$ cat config.mk
export PLATFORM = sky130hd
export DESIGN_NAME = risc16_processor
export DESIGN_NICKNAME = d
export VERILOG_FILES = /design/src/rtl/risc16_processor.sv
export SDC_FILE = /design/constraint.sdc
export NUM_CORES = 1
export LEC_CHECK = 0
export CORE_ASPECT_RATIO = 1.25
export CORE_UTILIZATION = 40
export DETAILED_ROUTE_END_ITERATION = 12
export PLACE_DENSITY = 0.78
export SLEW_MARGIN = 20
export SYNTH_ARGS = -nofsm -noshare
export SYNTH_HDL_FRONTEND = slang
export SYNTH_SLANG_ARGS = --single-unit
$ cat constraint.sdc
create_clock -name clk -period 2.4 [get_ports clk]
set_clock_uncertainty 0.2 [all_clocks]
set_input_delay 0.72 -clock clk [delete_from_list [all_inputs] [get_ports clk]]
set_output_delay 0.72 -clock clk [all_outputs]
set_load 0.1 [all_outputs]
$ cat src/rtl/risc16_processor.sv
// risc16_processor: single-cycle 16-bit Harvard RISC core with internal
// instruction ROM, data RAM and an 8x16 register file.
// Optional feature macro: RISC16_HALT_INSN_EN turns opcode 1110 into HALT
// and adds the 'halted' output. Without it, 1110 behaves as a NOP.
module risc16_processor #(
    parameter int    IMEM_DEPTH = 16,
    parameter int    DMEM_DEPTH = 8,
    parameter string IMEM_FILE  = "test.prog",
    parameter string DMEM_FILE  = "test.data"
) (
    input  logic        clk,
    input  logic        reset,
    output logic [15:0] pc_out,
    output logic        wb_en,
    output logic [2:0]  wb_addr,
    output logic [15:0] wb_data
`ifdef RISC16_HALT_INSN_EN
    ,
    output logic        halted
`endif
);

    localparam int IAW = $clog2(IMEM_DEPTH);
    localparam int DAW = $clog2(DMEM_DEPTH);

    typedef enum logic [3:0] {
        OP_LD   = 4'h0,
        OP_ST   = 4'h1,
        OP_ADD  = 4'h2,
        OP_SUB  = 4'h3,
        OP_INV  = 4'h4,
        OP_LSL  = 4'h5,
        OP_LSR  = 4'h6,
        OP_AND  = 4'h7,
        OP_OR   = 4'h8,
        OP_SLT  = 4'h9,
        OP_NOPA = 4'hA,
        OP_BEQ  = 4'hB,
        OP_BNE  = 4'hC,
        OP_JMP  = 4'hD,
        OP_HALT = 4'hE,
        OP_NOPF = 4'hF
    } opcode_t;

    logic [15:0] r_imem [IMEM_DEPTH];
    logic [15:0] r_dmem [DMEM_DEPTH];
    logic [15:0] r_regs [8];
    logic [15:0] r_pc;

    logic [15:0]    w_insn;
    opcode_t        w_op;
    logic [2:0]     w_rs1;
    logic [2:0]     w_rs2;
    logic [2:0]     w_rd;
    logic [15:0]    w_a;
    logic [15:0]    w_b;
    logic [15:0]    w_pcPlus2;
    logic [15:0]    w_brOffset;
    logic [15:0]    w_brTarget;
    logic [DAW-1:0] w_effAddr;
    logic [15:0]    w_result;
    logic [2:0]     w_wbAddr;
    logic           w_regWrite;
    logic           w_memWrite;
    logic           w_halt;
    logic           w_freeze;
    logic [15:0]    w_pcNext;

    // Fetch wraps naturally because only the low word-index bits of the PC are used
    assign w_insn = r_imem[r_pc[IAW:1]];
    assign w_op   = opcode_t'(w_insn[15:12]);
    assign w_rs1  = w_insn[11:9];
    assign w_rs2  = w_insn[8:6];
    assign w_rd   = w_insn[5:3];

    assign w_a = r_regs[w_rs1];
    assign w_b = r_regs[w_rs2];

    assign w_pcPlus2  = r_pc + 16'd2;
    assign w_brOffset = {{9{w_insn[5]}}, w_insn[5:0], 1'b0};
    assign w_brTarget = w_pcPlus2 + w_brOffset;

    // Only the low address bits survive truncation, and those bits of the
    // sign-extended offset are just the low bits of imm6
    assign w_effAddr = w_a[DAW-1:0] + w_insn[DAW-1:0];

    // Decode and execute: result, write-back target, memory write and next PC
    always_comb begin
        w_result   = 16'h0000;
        w_wbAddr   = w_rd;
        w_regWrite = 1'b0;
        w_memWrite = 1'b0;
        w_halt     = 1'b0;
        w_pcNext   = w_pcPlus2;
        case (w_op)
            OP_LD: begin
                w_result   = r_dmem[w_effAddr];
                w_wbAddr   = w_rs2;
                w_regWrite = 1'b1;
            end
            OP_ST: begin
                w_memWrite = 1'b1;
            end
            OP_ADD: begin
                w_result   = w_a + w_b;
                w_regWrite = 1'b1;
            end
            OP_SUB: begin
                w_result   = w_a - w_b;
                w_regWrite = 1'b1;
            end
            OP_INV: begin
                w_result   = ~w_a;
                w_regWrite = 1'b1;
            end
            OP_LSL: begin
                w_result   = w_a << w_b;
                w_regWrite = 1'b1;
            end
            OP_LSR: begin
                w_result   = w_a >> w_b;
                w_regWrite = 1'b1;
            end
            OP_AND: begin
                w_result   = w_a & w_b;
                w_regWrite = 1'b1;
            end
            OP_OR: begin
                w_result   = w_a | w_b;
                w_regWrite = 1'b1;
            end
            OP_SLT: begin
                w_result   = {15'd0, (w_a < w_b)};
                w_regWrite = 1'b1;
            end
            OP_BEQ: begin
                if (w_a == w_b) w_pcNext = w_brTarget;
            end
            OP_BNE: begin
                if (w_a != w_b) w_pcNext = w_brTarget;
            end
            OP_JMP: begin
                w_pcNext = {w_pcPlus2[15:13], w_insn[11:0], 1'b0};
            end
`ifdef RISC16_HALT_INSN_EN
            OP_HALT: begin
                w_halt   = 1'b1;
                w_pcNext = r_pc;
            end
`endif
            default: begin
            end
        endcase
    end

`ifdef RISC16_HALT_INSN_EN
    logic r_halted;

    // Sticky halt flag, set once HALT executes and cleared only by reset
    always_ff @(posedge clk) begin
        if (reset) begin
            r_halted <= 1'b0;
        end else if (w_halt) begin
            r_halted <= 1'b1;
        end
    end

    assign halted   = r_halted;
    assign w_freeze = w_halt | r_halted;
`else
    assign w_freeze = 1'b0;
`endif

    assign pc_out  = r_pc;
    assign wb_en   = w_regWrite & ~reset & ~w_freeze;
    assign wb_addr = wb_en ? w_wbAddr : 3'd0;
    assign wb_data = wb_en ? w_result : 16'h0000;

    // Architectural state: PC and register file, both cleared by reset
    always_ff @(posedge clk) begin
        if (reset) begin
            r_pc <= 16'h0000;
            for (int i = 0; i < 8; i++) begin
                r_regs[i] <= 16'h0000;
            end
        end else begin
            if (!w_freeze) r_pc <= w_pcNext;
            if (wb_en) r_regs[wb_addr] <= wb_data;
        end
    end

    // Data RAM write port; contents deliberately survive reset
    always_ff @(posedge clk) begin
        if (w_memWrite && !reset && !w_freeze) begin
            r_dmem[w_effAddr] <= w_b;
        end
    end

endmodule

# [Word-level counts from Yosys, hierarchy flattened]
# Memory sizes are Yosys's and may differ from the RTL's.
# Index checks and enable logic that the tools add are counted.
[classes] reduce_logical=4 n_mul=0 mux=17 n_shift=2 eq_ne=14 div=0 n_lt_le_gt_ge=1 n_addsub=5 n_bitwise=6
[ops] operator="$pmux W16 S9" n=1
[ops] operator="$mux W16" n=4
[ops] operator="$pmux W16 S3" n=1
[ops] operator="$eq A4 B4 Y1 const AB" n=5
[ops] operator="$add A16 B16 Y16" n=1
[ops] operator="$add A16 B16 Y16 const B" n=1
[ops] operator="$add A16 B2 Y16 const B" n=1
[ops] operator="$and A16 B16 Y16" n=1
[ops] operator="$eq A16 B16 Y1" n=1
[ops] operator="$eq A4 B3 Y1 const AB" n=4
[ops] operator="$lt A16 B16 Y1" n=1
[ops] operator="$ne A16 B16 Y1" n=1
[ops] operator="$not A16 Y16" n=1
[ops] operator="$or A16 B16 Y16" n=1
[ops] operator="$shl A16 B16 Y16" n=1
[ops] operator="$shr A16 B16 Y16" n=1
[ops] operator="$sub A16 B16 Y16" n=1
[ops] operator="$mux W1" n=9
[ops] operator="$reduce_or A9 Y1" n=1
[ops] operator="$eq A4 B2 Y1 const AB" n=2
[ops] operator="$mux W3" n=2
[ops] operator="$eq A4 B1 Y1 const AB" n=1
[ops] operator="$logic_not A4 Y1 const A" n=1
[ops] operator="$add A3 B3 Y3 const B" n=1
[ops] operator="other kinds (5)" n=5
[totals] mem_bits_ro=0 out_inout_bits=36 mem_bits_rw=256 memories=2 latchBits=0 input_bits=2 elab_cells=52 ff_bits=16
[memory_table] name="r_dmem" depth=8 width=16 rd=1 rd_ports_with_merged_regs=0 wr=1 line="46" rtl="logic [15:0] r_dmem [DMEM_DEPTH];"
[memory_table] name="r_regs" depth=8 width=16 rd=1 rd_ports_with_merged_regs=0 wr=8 line="47" rtl="logic [15:0] r_regs [8];"

# [Logic depth before layout (Yosys ltp)]
# Gate-level depths: netlist (run 1).
[depth] word_depth=8 ltp_mapped=4 depth_no_buf=4

# [Worst setup path before layout (run 1)]
# OpenSTA, ideal clock, no wires.
[synth_path] kind="reg-to-reg" startpoint="reg r_pc[1], in the netlist pc_out[1]" endpoint="reg r_pc[15], in the netlist pc_out[15]" arrival_time_ns=2.219 path_stages_with_launch=5 period_less_slack_ns=2.543 n_path_buf=0 required_ns=2.077 setup_time_ns=0.123 setup_slack_ns=-0.143 path_cell_list="dfxtp_1 -> ha_1 -> nand4_2 -> nor4_1 -> mux2_1"
[synth_between] elab_chain_cells=4 elab_cells_between_ends=5 classes_between="2 x add/sub; 3 x mux"
[synth_lines] element="start: declaration" line="48" rtl="logic [15:0] r_pc;"
[synth_lines] element="start signal: assignment" line="187" rtl="if (!w_freeze) r_pc <= w_pcNext;"
[synth_lines] element="$add A16 B2 Y16 *" line="79" rtl="assign w_pcPlus2 = r_pc + 16'd2;"
[synth_lines] element="$add A16 B16 Y16" line="81" rtl="assign w_brTarget = w_pcPlus2 + w_brOffset;"
[synth_lines] element="$mux W16 (on tied branches)" line="140, 137"
[synth_lines] element="$pmux W16 S3 *" line="95" rtl="case (w_op)"
# Every way passes the cells marked *; elsewhere a longest branch is shown, timed or not.
# A chain may end at the register's enable or synchronous reset.

# [Worst setup path in the final report (run 1)]
# Ends and elaborated chain as after synthesis.

==> results of run 1 <==
## power by group through the flow
stage	Combinational [mW]	Sequential, mW	Clock (mW)
2_1_floorplan	0.180	0.296	0
3_3_place_gp	0.205	0.269	0
3_5_place_dp	0.206	0.269	0
4_1_cts	0.207	0.263	0.148
5_1_grt	0.212	0.264	0.158
6_report	0.206	0.263	0.147
## synthesized netlist by cell type
cell | number | area (um^2)
a21oi_1 | 7 | 35.03
buf_4 | 21 | 157.7
clkbuf_1 | 2 | 7.510
conb_1 | 1 | 3.750
dfxtp_1 | 15 | 300.3
ha_1 | 1 | 12.51
inv_1 | 3 | 11.26
mux2_1 | 3 | 33.78
nand2_1 | 4 | 15.01
nand3_1 | 4 | 20.02
nand3_2 | 1 | 10.01
nand4_1 | 2 | 12.51
nand4_2 | 1 | 12.51
nor2_1 | 7 | 26.28
nor2b_1 | 4 | 25.02
nor4_1 | 3 | 18.77
o21ai_1 | 3 | 15.01
o31ai_1 | 4 | 30.03
or3_1 | 3 | 18.77
or4_1 | 4 | 30.03
xnor2_1 | 1 | 8.760
xor2_1 | 2 | 17.52
## cell type report
class | count | area [um^2] | area share [%]
tap | 20 | 25.02 | 2.268
sequential | 15 | 302.8 | 27.44
inverter | 3 | 11.26 | 1.020
timing repair buffer | 17 | 317.8 | 28.80
clock buffer | 4 | 26.28 | 2.381
multi-input combinational | 75 | 420.4 | 38.10
## cells by family after synthesis
logic type,after synthesis,synth area share (%)
AND/OR/NAND/NOR,33,22.98
buffers and inverters,26,21.46
flip-flops,15,36.53
AO/OA/AOI/OAI,14,9.740
XOR/XNOR,3,3.197
multiplexers,3,4.109
adder cells (fa/ha/maj),1,1.522
other,1,0.4562
## critical path, stage by stage, from the launching register on
cell,delay (ns)
dfxtp_2,0.41
ha_1,0.24
nand4_2,0.21
nor4_1,0.42
mux2_1,0.37
## final timing paths
kind,endpoint,slack [ns],cells after the start
max,pc_out[15],0.44,4
min,pc_out[1],0.30,1
max reg2reg,pc_out[15],0.44,4
min reg2reg,pc_out[1],0.30,1
## metal layers
metal | part of all wire (%) | vias to the layer above
li1 | - | 331
met1 | 45 | 324
met2 | 48 | 27
met3 | 4.2 | 5
met4 | 2.6 | 0
met5 | 0 | -
==> results by group, run 1 <==
Outcome
  – Status: finished clean

Power and ir drop
  – Switching power of the nets: 275.4 uW
  – P_int: 341.3 uW
  – Sequential Power Share: 42.6%
  – Clock power share: 23.9%
  – Combinational fraction of design power: 33.5%
  – Leak pwr: 0.4253 nW
  – PwrDens: ~560 nW/um^2
  – Power, Total: 616.7 uW
  – Max VDD drop: 0.3621 mV
  – Sw frac: 44.66%

Logic synthesis
  – Yosys cell types: 22
  – Number of synthesized register bits: 15
  – Mapped Cells: 96
  – Register area share after synthesis: 36.53%
  – Synthesized area: 822.0 um^2
  – Syn avg cell area: 8.563 um^2
  – Yosys warning count: 0

Finish
  – Max FFs per register: 15
  – Leading cell type in the layout, fill and taps excluded: conb_1
  – Nets: 118
  – Highest-count cells in the layout ignoring fill and taps: conb_1 (21), buf_12 (15), dfxtp_1 (13), nor2_1 (7), a21oi_1 (7)
  – Post-route cell area: about 1100 um^2
  – Core Util, Final: 56.32%
  – Share of layout cells above drive strength 1: 20.18%
  – N_diodes: 0
  – Final Instance Count excl. Fillers: 134
  – Fillers: 178
  – P&R area growth vs syn: 34.25%

Critical path
  – CP Class: flop to flop
  – Worst Setup End Kind: flop
  – Worst R2R Start: pc_out[1]
  – Startpoint Class: flop
  – Critical Path RT: 2.38 ns
  – CP startpoint: pc_out[1]
  – Critical Path AT: 1.93 ns
  – Crit Path Max Fanout: 8

GRT
  – Antenna violations before repair: 0
  – Pin count of the biggest net entering global routing: 11
  – Top Usage Layer GRT: met2
  – Vias in the first global route: 569
  – Tot GR Track Use: 14.61%
  – GR Layer Usage met2: between 20% and 30%
  – First-pass GRT wire length: approximately 2.4 mm
  – Overflow after GRT: 0
  – Grt met3 use: under 10%
  – Met1 Use GR: 16.60%

STA
  – Final setup TNS: 0 ns
  – Period utilisation layout: 81.51%
  – Setup ws final: roughly 0.44 ns
  – Final hold vios: 0
  – RSZ-0062 raised after global routing: no
  – Pins Over Slew Limit: 0
  – Final min period: 1.956 ns
  – Hold Slack: approximately 0.30 ns
  – Fmax: 0.5112 GHz
  – Endpoints failing setup: 0

CTS
  – Worst skew pair latency: 0.29 ns
  – Clock sinks: 15
  – Htree depth: 1
  – Clock Pin Slew Worst Setup and Hold Paths: 0.08 ns
  – CTS max path bufs: 2
  – Post-cts sizing count: 0
  – Clock tree from TritonCTS: done
  – Post-CTS Hold Buffers: 0
  – Postcts setup bufs: 0
  – Root Driver: clkbuf_4
  – CTS Buf Count: 3

Place
  – # placed instances: 130
  – Port Buffer Count: 16
  – HPWL Detailed: 1.115 mm
  – Placed Area: ~1100 um^2
  – DP Worst Slack: 0.3055 ns
  – Global placement routability congestion: 0.8418

Drt
  – 1st-pass router iterations: 4
  – Antenna-violating nets left: 0
  – Vias per Instance: 5.127
  – Via count: 687
  – WL per Instance: 11.12 um
  – WL final: 1.490 mm
  – DRC errors left: 0
  – DR iter-0 viols: 25

Die
  – Die ar.: ~2200 um^2
  – Row cnt: 18
  – Die Wd: 42.55 um
  – Die Y: approximately 53 um
  – Initial Utilization: 41.95%
  – Core area: 1959 um^2
  – I/O Pins: 38

Hold path
  – Worst Min Path Start: pc_out[1]
  – Hold Path Class: flop to flop

Flow run
  – Max Cap Viol: 0
Power figures use the tool's default switching activity.
==> run 2: changes to the inputs <==
--- a/config.mk
+++ b/config.mk
@@ -6,9 +6,9 @@
 export NUM_CORES = 1
 export LEC_CHECK = 0
 export CORE_ASPECT_RATIO = 1.25
-export CORE_UTILIZATION = 40
+export CORE_UTILIZATION = 36
 export DETAILED_ROUTE_END_ITERATION = 12
-export PLACE_DENSITY = 0.78
+export PLACE_DENSITY = 0.74
 export SLEW_MARGIN = 20
 export SYNTH_ARGS = -nofsm -noshare
 export SYNTH_HDL_FRONTEND = slang
==> constraint.sdc (replaced) <==
create_clock -name clk -period 1.6 [get_ports clk]
set_clock_uncertainty 0.2 [all_clocks]
set_input_delay 0.48 -clock clk [delete_from_list [all_inputs] [get_ports clk]]
set_output_delay 0.48 -clock clk [all_outputs]
set_load 0.1 [all_outputs]
==> run 2 against run 1 <==
Against the previous run:
- the run now ends with negative setup slack left
- flip-flop and latch count unchanged
- setup slack got worse by 0.47 ns
- power increased by 51%
- largest cell class unchanged
- highest routed layer unchanged
==> results by group, run 2 (synthesis results as in run 1) <==
GRT
  – Met1 Use GR: 17.25% (+0.65 points)
  – Overflow after GRT: 0 (unchanged)
  – Grt met3 use: 3.595% (+1.2 points)
  – Pin count of the biggest net entering global routing: 13 (+2)
  – Vias in the first global route: 638 (+12%)
  – First-pass GRT wire length: 2.718 mm (+12%)
  – GR Layer Usage met2: 23.74% (-0.62 points)
  – Top Usage Layer GRT: met2
  – Antenna violations before repair: 0 (unchanged)
  – Tot GR Track Use: 14.35% (-0.26 points)

Critical path
  – Critical Path RT: 1.60 ns (-0.78 ns)
  – Critical Path AT: 1.63 ns (-0.30 ns)
  – Startpoint Class: flop
  – Worst Setup End Kind: flop
  – Reg2Reg Setup Slack: -0.03 ns (-0.47 ns)
  – Worst R2R Path Depth: 5 (+1)
  – R2R Path End: pc_out[11]
  – Crit Path Max Fanout: 5 (-3)
  – Worst R2R Start: pc_out[1]
  – CP Class: flop to flop

CTS
  – CTS max path bufs: 2 (unchanged)
  – Worst skew pair latency: 0.27 ns (-0.02 ns)
  – CTS Buf Count: 3 (unchanged)
  – Root Driver: clkbuf_4
  – Htree depth: 1 (unchanged)
  – Clock sinks: 15 (unchanged)
  – Clock Pin Slew Worst Setup and Hold Paths: 0.09 ns (about the same)
  – Clock tree from TritonCTS: done

Drt
  – DR iter-0 viols: 5 (-80%)
  – 1st-pass router iterations: 4 (unchanged)
  – DRC errors left: 0 (unchanged)
  – WL per Instance: 10.99 um (-1.1%)
  – Vias per Instance: 4.506 (-12%)
  – Antenna-violating nets left: 0 (unchanged)
  – WL final: 1.781 mm (+20%)
  – Via count: 730 (+6.3%)

Finish
  – Nets: 135 (+14%)
  – P&R area growth vs syn: 67.73%
  – Post-route cell area: 1379 um^2 (+25%)
  – Share of layout cells above drive strength 1: 46.56% (+26 points)
  – Final Instance Count excl. Fillers: 162 (+21%)
  – Leading cell type in the layout, fill and taps excluded: conb_1
  – Core Util, Final: 63.04% (+6.7 points)
  – Max FFs per register: 15 (unchanged)
  – Highest-count cells in the layout ignoring fill and taps: conb_1 (21), buf_12 (15), dfxtp_4 (11), buf_4 (11)
  – Fillers: 193 (+8.4%)
  – N_diodes: 0 (unchanged)

Place
  – # placed instances: 152 (+17%)
  – DP Worst Slack: -0.1957 ns (-0.5012 ns)
  – Global placement routability congestion: 0.7353 (-13%)
  – HPWL Detailed: 1.328 mm (+19%)
  – Port Buffer Count: 16 (unchanged)
  – Placed Area: 1251 um^2 (+16%)

Die
  – I/O Pins: 38 (unchanged)
  – Row cnt: 19 (+1)
  – Die Y: 55.43 um (+5.2%)
  – Initial Utilization: 37.59% (-4.4 points)
  – Die ar.: 2480 um^2 (+11%)
  – Core area: 2187 um^2 (+12%)
  – Die Wd: 44.74 um (+5.2%)

Hold path
  – Hold endpoint: pc_out[10]
  – Worst Min Path Start: pc_out[10]
  – Hold Path Class: flop to flop
  – Hold Path Stages: 2 (+1)

STA
  – Final setup TNS: -0.04407 ns (-0.04407 ns)
  – Pins Over Slew Limit: 0 (unchanged)
  – Final min period: 1.629 ns (-0.3272 ns)
  – Hold Slack: 0.3355 ns (+0.03858 ns)
  – Period utilisation layout: 101.8% (+20 points)
  – Fmax: 0.6138 GHz (+20%)
  – RSZ-0062 raised after global routing: yes
  – Setup ws final: -0.02912 ns (-0.4728 ns)
  – Final hold vios: 0 (unchanged)
  – Endpoints failing setup: 3 (+3)

Power and ir drop
  – PwrDens: 677.0 nW/um^2 (+21%)
  – Leak pwr: 0.5527 nW (+30%)
  – Power, Total: 933.5 uW (+51%)
  – Max VDD drop: 0.4095 mV (+13%)

Outcome
  – Status: finished with violations
  – Failing checks: negative setup slack

Flow run
  – Max Cap Viol: 0 (unchanged)
[run 2: area by class of cell]
cell class | count | area (um^2) | share of cell area (%)
clock buffer | 4 | 26.28 | 1.906
timing repair buffer | 34 | 471.7 | 34.21
inverter | 3 | 11.26 | 0.8167
sequential | 15 | 346.6 | 25.14
multi-input combinational | 75 | 484.2 | 35.12
tap | 31 | 38.79 | 2.813
[run 2: repair_timing]
item	CTS	global route
hold buffers	0	0
endpoints found under the setup margin	9	11
resized for setup	7	6
buffers inserted	7	1
cloned	0	0
pin swaps	3	5
[run 2: worst max path at each step]
stage	start	to	slack, ns	cells past startpoint
after floorplan	pc_out[1]	pc_out[13]	-0.25	4
after global placement	reset	pc_out[15]	-0.13	3
after detailed placement	reset	pc_out[13]	-0.20	3
after CTS	pc_out[2]	pc_out[11]	-0.02	5
after global routing	pc_out[1]	pc_out[11]	-0.07	5
final	pc_out[1]	pc_out[11]	-0.03	5
[run 2: critical path, cell delays in order, from the launching register on]
cell and delay [ns]:
dfxtp_4 0.38, ha_4 0.15, nand4_4 0.13, buf_6 0.16, or4_1 0.40, a21oi_1 0.14
[run 2: power by group]
group	leakage (nW)	internal, mW	total, mW	switching (mW)
registers	0.132	0.366	0.375	0.00900
clock network	0.0150	0.0964	0.210	0.113
logic	0.406	0.0599	0.349	0.289
total	0.553	0.522	0.934	0.412
[run 2: metal layers]
layer | wire, um | part of all wire [%] | vias up
met1 | 773 | 43 | 342
met5 | 0 | 0 | -
met3 | 58 | 3.3 | 4
met4 | 22 | 1.2 | 0
li1 | - | - | 366
met2 | 926 | 52 | 18
==> run 3: changes to the inputs <==
--- a/config.mk
+++ b/config.mk
@@ -6,9 +6,8 @@
 export NUM_CORES = 1
 export LEC_CHECK = 0
 export CORE_ASPECT_RATIO = 1.25
-export CORE_UTILIZATION = 36
+export CORE_UTILIZATION = 25
 export DETAILED_ROUTE_END_ITERATION = 12
-export PLACE_DENSITY = 0.74
 export SLEW_MARGIN = 20
 export SYNTH_ARGS = -nofsm -noshare
 export SYNTH_HDL_FRONTEND = slang
==> run 3 against run 2 <==
Against the previous run:
- the flow still finishes with violations (negative setup slack)
- critical path depth down 2
- non-clock buffer count increased by 7
- cell area up 7.4%
- combinational power rose by 4%
- global-route usage decreased by 1.6 points
- critical endpoint is now pc_out[2]
==> results by group, run 3 (synthesis results as in run 1) <==
Hold path
  – Hold Path Stages: 2 (unchanged)
  – Hold endpoint: pc_out[11]
  – Worst Min Path Start: pc_out[11]
  – Hold Path Class: flop to flop

Finish
  – N_diodes: 0 (unchanged)
  – Max FFs per register: 15 (unchanged)
  – P&R area growth vs syn: 80.06%
  – Leading cell type in the layout, fill and taps excluded: conb_1
  – Core Util, Final: 48.88% (-14 points)
  – Share of layout cells above drive strength 1: 50.00% (+3.4 points)
  – Final Instance Count excl. Fillers: 174 (+7.4%)
  – Highest-count cells in the layout ignoring fill and taps: conb_1 (21), buf_12 (15), buf_4 (15), dfxtp_4 (12), buf_6 (10)
  – Nets: 142 (+5.2%)

Place
  – Port Buffer Count: 16 (unchanged)
  – # placed instances: 159 (+4.6%)
  – Global placement routability congestion: 0.7937 (+7.9%)
  – HPWL Detailed: 1.332 mm (+0.29%)

CTS
  – Clock tree from TritonCTS: done
  – CTS max path bufs: 2 (unchanged)
  – Clock sinks: 15 (unchanged)
  – Htree depth: 1 (unchanged)
  – Root Driver: clkbuf_4
  – CTS Buf Count: 3 (unchanged)
  – Post-CTS Hold Buffers: 0 (unchanged)
  – Clock Pin Slew Worst Setup and Hold Paths: 0.09 ns (about the same)
  – Worst skew pair latency: 0.30 ns (+0.03 ns)

Drt
  – Metal2 WL: 1.001 mm (+8.1%)
  – DRC errors left: 0 (unchanged)
  – DR WL met3: 64 um (+10%)
  – Via count: 780 (+6.8%)
  – WL final: 1.928 mm (+8.3%)
  – Vias per Instance: 4.483 (-0.52%)
  – WL per Instance: 11.08 um (+0.79%)
  – 1st-pass router iterations: 4 (unchanged)
  – Top routing layer used: met4
  – WL met1: 785 um (+1.6%)
  – DR iter-0 viols: 10 (+5)
  – Antenna-violating nets left: 0 (unchanged)

Outcome
  – Failing checks: negative setup slack
  – Status: finished with violations

Die
  – I/O Pins: 38 (unchanged)
  – Row cnt: 22 (+3)
  – Die ar.: 3523 um^2 (+42%)
  – Core area: 3028 um^2 (+38%)
  – Initial Utilization: 27.15% (-10 points)
  – Die Y: 66.11 um (+19%)
  – Die Wd: 53.29 um (+19%)

GRT
  – Overflow after GRT: 0 (unchanged)
  – Antenna violations before repair: 0 (unchanged)
  – First-pass GRT wire length: 3.167 mm (+17%)
  – Tot GR Track Use: 12.77% (-1.6 points)
  – Pin count of the biggest net entering global routing: 12 (-1)
  – Vias in the first global route: 702 (+10%)

STA
  – Period utilisation layout: 107.7% (+5.9 points)
  – Pins Over Slew Limit: 0 (unchanged)
  – Setup ws final: -0.1236 ns (-0.09446 ns)
  – Final hold vios: 0 (unchanged)
  – Fmax: 0.5802 GHz (-5.5%)
  – Final min period: 1.724 ns (+0.09446 ns)
  – Endpoints failing setup: 9 (+6)
  – RSZ-0062 raised after global routing: yes

Power and ir drop
  – Max VDD drop: 0.5392 mV (+32%)
  – PwrDens: 651.3 nW/um^2 (-3.8%)
  – Leak pwr: 0.6294 nW (+14%)

Critical path
  – Worst R2R Path Depth: 6 (+1)
  – Critical Path AT: 1.04 ns (-0.59 ns)
  – Worst Setup End Kind: primary output
  – Reg2Reg Setup Slack: -0.10 ns (-0.07 ns)
  – Worst R2R Start: pc_out[1]
  – Critical Path RT: 0.92 ns (-0.68 ns)
  – R2R Path End: pc_out[11]
  – Crit Path Max Fanout: 2 (-3)
  – Startpoint Class: flop
  – CP Class: flop to primary output

Flow run
  – Max Cap Viol: 0 (unchanged)
## run 3: cell count changes in the layout (fill, tap and decap cells not counted), sizes merged
cell  delta
buf      +7
## run 3: area by class of cell
class	instances	area [um^2]
flip-flops and latches	15	349.1
well taps	36	45.04
clock buffers	4	26.28
inverters	3	11.26
multi-input cells	75	513.0
fillers	289	1548
repair buffers	41	535.5
## run 3: timing repair
item	in CTS	in global routing
pin swaps	5	3
endpoints found under the setup margin	11	16
buffers inserted	11	0
resized for setup	13	8
## run 3: where the power goes
part	switching, mW	internal (mW)
logic	0.296	0.0678
registers	0.00651	0.364
clock network	0.133	0.0973
total	0.435	0.529
## run 3: layer usage
layer  vias to the layer above  GRT usage [%]
li1                        378              -
met1                       372          14.86
met2                        23          19.22
met3                         7          3.218
met4                         0          10.20
met5                         -              0
## run 3: stage by stage
| stage | worst slack [ns] | TNS (ns) | hold WS [ns] | power (mW) | area, um^2 |
|---|---|---|---|---|---|
| 5_1_grt | -0.1572 | -1.079 | 0.3488 | 0.9956 | 1480 |
| 2_1_floorplan | -0.2468 | -1.013 | 0.3985 | 0.7041 | 977.2 |
| 6_report | -0.1236 | -0.5314 | 0.3341 | 0.9641 | 1480 |
| 3_5_place_dp | -0.2154 | -1.777 | 0.3221 | 0.7199 | 1272 |
| 3_3_place_gp | -0.1417 | -1.267 | 0.3065 | 0.7173 | 1272 |
| 4_1_cts | -0.1311 | -0.7055 | 0.3368 | 0.9699 | 1446 |
## run 3: worst max-delay path, stage by stage, from the launching register on
cell	delay (ns)
dfxtp_4	0.36
buf_6	0.11
buf_6	0.11
buf_12	0.15
## run 3: worst max-delay path by stage
stage	from	end	slack, ns	cells past startpoint
2_1_floorplan	pc_out[1]	pc_out[13]	-0.25	4
3_3_place_gp	reset	pc_out[15]	-0.14	3
3_5_place_dp	reset	pc_out[14]	-0.22	3
4_1_cts	pc_out[2]	pc_out[2]	-0.13	3
5_1_grt	pc_out[2]	pc_out[2]	-0.16	3
6_report	pc_out[2]	pc_out[2]	-0.12	3
